`src/rtl/row_window_scan_ctrl.sv`:
```
// Sliding 6-cell window scan over a latched board line; streams de-duplicated
// highest-empty-cell candidates over a valid/ready handshake.

module priority_encoder (
    input  logic [5:0] bits,
    output logic [2:0] idx
);
    // Highest empty (zero) position wins; 7 means the window is fully occupied.
    always_comb begin
        idx = 3'd7;
        for (int i = 0; i < 6; i++) begin
            if (!bits[i]) idx = 3'(i);
        end
    end
endmodule

module row_window_scan_ctrl #(
    parameter int ROW_LEN = 19
) (
    input  logic               clk,
    input  logic               rst_n,
    input  logic               start,
    input  logic               abort,
    input  logic [ROW_LEN-1:0] row_occ,
    output logic               cand_valid,
    input  logic               cand_ready,
    output logic [4:0]         cand_col,
    output logic [4:0]         cand_win,
    output logic               busy,
    output logic               done,
    output logic [4:0]         cand_count
);
    localparam int NWIN = ROW_LEN - 5;

    typedef enum logic [1:0] {IDLE, SCAN, EMIT, DONE} state_t;

    state_t             state, state_nxt;
    logic [ROW_LEN-1:0] row_q;
    logic [4:0]         off;
    logic               last_valid;
    logic [4:0]         last_col;

    logic [5:0]         win_bits;
    logic [2:0]         enc;
    logic [4:0]         col_abs;
    logic               hit;
    logic               last_off;

    // Constant-index mux keeps every window slice in range for any legal ROW_LEN.
    always_comb begin
        win_bits = '0;
        for (int o = 0; o < NWIN; o++) begin
            if (off == 5'(o)) win_bits = row_q[o +: 6];
        end
    end

    priority_encoder u_enc (
        .bits (win_bits),
        .idx  (enc)
    );

    assign col_abs  = off + 5'(enc);
    // Highest empty column never decreases with offset, so one compare de-dups.
    assign hit      = (enc != 3'd7) && !(last_valid && (col_abs == last_col));
    assign last_off = (off == 5'(NWIN - 1));

    assign busy = (state != IDLE);
    assign done = (state == DONE);

    always_ff @(posedge clk) begin
        if (!rst_n) state <= IDLE;
        else        state <= state_nxt;
    end

    always_comb begin
        state_nxt = state;
        case (state)
            IDLE: if (start) state_nxt = SCAN;
            SCAN: begin
                if (abort)         state_nxt = IDLE;
                else if (hit)      state_nxt = EMIT;
                else if (last_off) state_nxt = DONE;
            end
            EMIT: begin
                if (abort)           state_nxt = IDLE;
                else if (cand_ready) state_nxt = last_off ? DONE : SCAN;
            end
            DONE:    state_nxt = IDLE;
            default: state_nxt = IDLE;
        endcase
    end

    always_ff @(posedge clk) begin
        if (!rst_n) begin
            row_q      <= '0;
            off        <= '0;
            cand_valid <= 1'b0;
            cand_col   <= '0;
            cand_win   <= '0;
            cand_count <= '0;
            last_valid <= 1'b0;
            last_col   <= '0;
        end else begin
            case (state)
                IDLE: begin
                    if (start) begin
                        row_q      <= row_occ;
                        off        <= '0;
                        cand_count <= '0;
                        last_valid <= 1'b0;
                    end
                end
                SCAN: begin
                    if (!abort) begin
                        if (hit) begin
                            cand_col   <= col_abs;
                            cand_win   <= off;
                            cand_valid <= 1'b1;
                            last_col   <= col_abs;
                            last_valid <= 1'b1;
                        end else if (!last_off) begin
                            off <= off + 5'd1;
                        end
                    end
                end
                EMIT: begin
                    // Abort drops the pending candidate without counting it.
                    if (abort) begin
                        cand_valid <= 1'b0;
                    end else if (cand_ready) begin
                        cand_valid <= 1'b0;
                        cand_count <= cand_count + 5'd1;
                        if (!last_off) off <= off + 5'd1;
                    end
                end
                default: ;
            endcase
        end
    end
endmodule

```
`config.mk`:
```
export PLATFORM = sky130hd
export DESIGN_NAME = row_window_scan_ctrl
export DESIGN_NICKNAME = d
export VERILOG_FILES = /design/src/rtl/row_window_scan_ctrl.sv
export SDC_FILE = /design/constraint.sdc
export NUM_CORES = 1
export LEC_CHECK = 0
export BUFFER_PORTS_ARGS = -buffer_cell sky130_fd_sc_hd__buf_2
export CAP_MARGIN = 30
export CORE_MARGIN = 5
export CORE_UTILIZATION = 30
export CTS_CLUSTER_DIAMETER = 150
export CTS_CLUSTER_SIZE = 20
export DETAILED_ROUTE_END_ITERATION = 10
export SLEW_MARGIN = 25
export SYNTH_ARGS = -nofsm -noshare
export SYNTH_HDL_FRONTEND = slang
export SYNTH_SLANG_ARGS = --single-unit
```
`constraint.sdc`:
```
create_clock -name clk -period 7.9 [get_ports clk]
set_input_delay 0.79 -clock clk [delete_from_list [all_inputs] [get_ports clk]]
set_output_delay 0.79 -clock clk [all_outputs]
set_load 0.02 [all_outputs]
```
==> summary.md <==
| Metric | Value |
|---|---|
| Power density over the cells | `roughly 150 nW/µm²` |
| Worst r2r dst | `cand_valid` |
| # fillers | `about 1200` |
| # H-tree levels | `2` |
| DP Cell Count | `616` |
| Fmax | `187 MHz` |
| Syn_nets | `between 500 and 600` |
| #FFs+latches synth | `between 40 and 50` |
| Antenna Violating Nets Remaining | `0` |
| Worst path cell trace | `inv_1 -> ha_1 -> nand2_1 -> a21oi_1 -> o32a_1 -> o21ai_1 -> or2_2 -> a21o_1 -> ha_1 -> fa_1 -> a21o_1 -> nand2_1 -> xnor2_1 -> xor2_1 -> or3_1 -> o311a_1 -> a21oi_1 -> a31o_2` |
| Status | `completed` |
| DIE HEIGHT | `between 100 and 150 µm` |
| Worst-skew pair later-pin latency | `roughly 290 ps` |
| Post-synth cell types | `between 60 and 70` |
| Routability cong. | `roughly 0.94` |
| WP data required | `slightly above 8000 ps` |
| Sequential fraction of the synthesis area | `roughly a quarter` |
| EDFF count, synth | `0` |
| Crit-path slowest cell | `ha_1` |
| Kind of critical path | `reg2reg` |
| Initial DRC count | `between 400 and 500` |
| CP Launch Point | `off[1]` |
| Worst vdd ir | `0.0730 mV` |
| Cell family with the largest share of critical-path delay | `compound AO/OA/AOI/OAI gates` |
| Critical Path Fanout Max | `24` |
| FFs w/ async S/R, synth | `0%` |
| Worst path bufs/invs | `1` |
| Final-report max-slew violation count | `0` |
| Final Hold Fails | `0` |
| Yosys warns | `0` |
| Via count | `around 3500` |
| Top cells by count, synth | `nand2_1, a21oi_1, dfxtp_1, clkbuf_1, o21ai_0` |
| Core area | `between 10000 and 15000 µm²` |
| Crit. End Element | `register` |
| Setup Buffers After CTS | `0` |
| WP depth | `18` |
| Synth Flop Type | `dfxtp_1` |
| Worst r2r src | `off[1]` |
| Final Power | `557 µW` |
| First-pass GRT wire length | `between 15 and 20 mm` |
| # clock sinks | `43` |
| Initial antenna violation count | `0` |
| Inserted Clock Buffers | `5` |
| Post-synth top area share | `25.2%` |
| Non-filler instance count after layout | `around 620` |
| HPWL after detailed placement | `approximately 6.8 mm` |
| FF-to-FF path depth | `18` |
| Deepest clock path buffer count | `2` |
| RSZ-0062 raised after global routing | `no` |
| Cts hold-fix bufs | `0` |
| Sequential cell area | `roughly 860 µm²` |
| Detailed-route vias per instance | `5.66` |
| Ant diodes | `0` |
| CP Capture Point | `cand_valid` |
| Number of port buffers | `41` |
| Largest net degree at the start of global routing | `42` |
| Congestion Overflow GR | `0` |
| Clock Skew | `approximately 7.3 ps` |
| Worst setup SP type | `register` |
| Final period util | `67.7%` |
| Mapped cell area | `about 3400 µm²` |
| Drt wl/cell | `15.6 µm` |
| Top-count cell post-synth | `nand2_1` |
| Synth area leaders | `dfxtp_1, a21oi_1, nand2_1` |
| Width of the chip | `between 100 and 150 µm` |
| Share of layout cells above drive strength 1 | `between 10% and 20%` |
| Drt pass-1 iters | `5` |
| # nets final | `about 520` |
| Slew HR | `41.0%` |
| Initial Util | `between 30% and 40%` |
| Final Setup Violations | `0` |
| Final worst setup slack | `2550 ps` |
| Hold Path Class | `reg2reg` |
| Crit-path max cell delay | `about 730 ps` |
| Number of global-route vias before repair | `about 3300` |
| Slew @ Worst Pin | `~890 ps` |
| Syn Area/Cell | `7.25 µm²` |
| Post-cts resize count | `0` |
| Multi-input gate area | `about 2300 µm²` |
| # rows | `39` |
| Post-Syn Instances | `470` |
| Clk root buf | `clkbuf_16` |
| Placed cell areas | `3630 µm²` |
| Area delta synth->final | `10.8%` |
| Overall routing resource usage | `between 10 and 15%` |
| Clk slew on worst S/H paths | `approximately 60 ps` |
| IO Count | `42` |
| Setup TNS Final | `0 ps` |
| Max Cap Viol | `0` |
| Pre-CTS WS | `roughly 2700 ps` |
| Worst R2R Setup Slack | `between 2000 and 3000 ps` |
| Die ar. | `13600 µm²` |
| CP arrival | `between 5000 and 6000 ps` |
| # DRC | `0` |
| Leakage power | `1.36 nW` |
| Design area | `around 3800 µm²` |
| Final wirelength | `9.71 mm` |
| CTS tree | `built` |
| Tmin final | `between 5000 and 6000 ps` |
| Largest area contributor in the netlist | `dfxtp_1` |
[cell families (layout without fill, tap and decap cells)]
| family | Yosys count | count (layout) | synth area share (%) |
|---|---|---|---|
| XOR/XNOR | 11 | 11 | 2.83 |
| AND/OR/NAND/NOR | 175 | 175 | 26.8 |
| flip-flops | 43 | 43 | 25.2 |
| buffers and inverters | 62 | 73 | 7.78 |
| AO/OA/AOI/OAI | 163 | 163 | 31.5 |
| adder cells (fa/ha/maj) | 13 | 13 | 4.99 |
| multiplexers | 3 | 3 | 0.917 |
[layer usage]
metal,share of wire [%],vias to the layer above,GRT usage (%),wire (µm)
met5,0,-,0,0
met4,2.5,0,6.12,238
met3,5.7,23,3.11,557
met2,46,119,22.2,4420
met1,46,1667,19.8,4490
li1,-,1720,-,-
[report_power, final]
part           internal (mW)  switching [mW]
sequential             0.227          0.0149
clock                  0.117          0.0893
combinational         0.0416          0.0678
total                  0.385           0.172
[placed cells by master, fill, tap and decap left out, types with 5 or more instances in the layout]
cell type / netlist / final
ha_1: 12 / 12
o22ai_1: 6 / 6
o31ai_1: 7 / 7
o21ai_0: 22 / 22
nand4b_1: 5 / 5
a221oi_1: 5 / 5
a21o_1: 6 / 6
nor3_1: 6 / 6
clkbuf_16: 0 / 5
a21oi_1: 67 / 67
nand3b_1: 16 / 16
nand2b_1: 5 / 5
o21ai_1: 6 / 6
dfxtp_1: 43 / 43
xor2_1: 6 / 6
buf_2: 8 / 41
a22oi_1: 5 / 5
nand2_1: 70 / 70
nand3_1: 15 / 15
or4_1: 5 / 5
nor2_1: 17 / 17
nor2b_1: 13 / 13
inv_1: 20 / 20
xnor2_1: 5 / 5
[state kept, by name (all words and copies together) (netlist names)]
register / count
state: 2
cand_win: 5
cand_count: 5
last_valid: 1
off: 5
cand_valid: 1
last_col: 5
row_q: 19
[worst min-delay path, cell delays in order (launching register included)]
cell	delay, ps
dfxtp_1	310
nand2_1	50
o21ai_1	50
[final cells by class]
cell class	count	area share, %
clock inverter	3	0.530
inverter	20	1.99
timing repair buffer	45	6.23
clock buffer	5	3.31
sequential	43	22.8
multi-input combinational	365	60.4
tap	143	4.74
[metrics by stage]
step | util, % | hold WS, ps
finish | 33.5 | 453
global route | 33.5 | 481
CTS | 33.5 | 461
detailed placement | 32.2 | 453
global placement | 32.2 | 443
floorplan | - | 436
[worst min-delay path by stage]
stage | from | end | cells past startpoint
global placement | cand_win[3] | cand_win[3] | 2
global route | cand_win[2] | cand_win[2] | 2
CTS | cand_win[2] | cand_win[2] | 2
finish | cand_win[2] | cand_win[2] | 2
detailed placement | cand_win[2] | cand_win[2] | 2
floorplan | row_q[0] | row_q[0] | 2
Power figures use the tool's default switching activity.
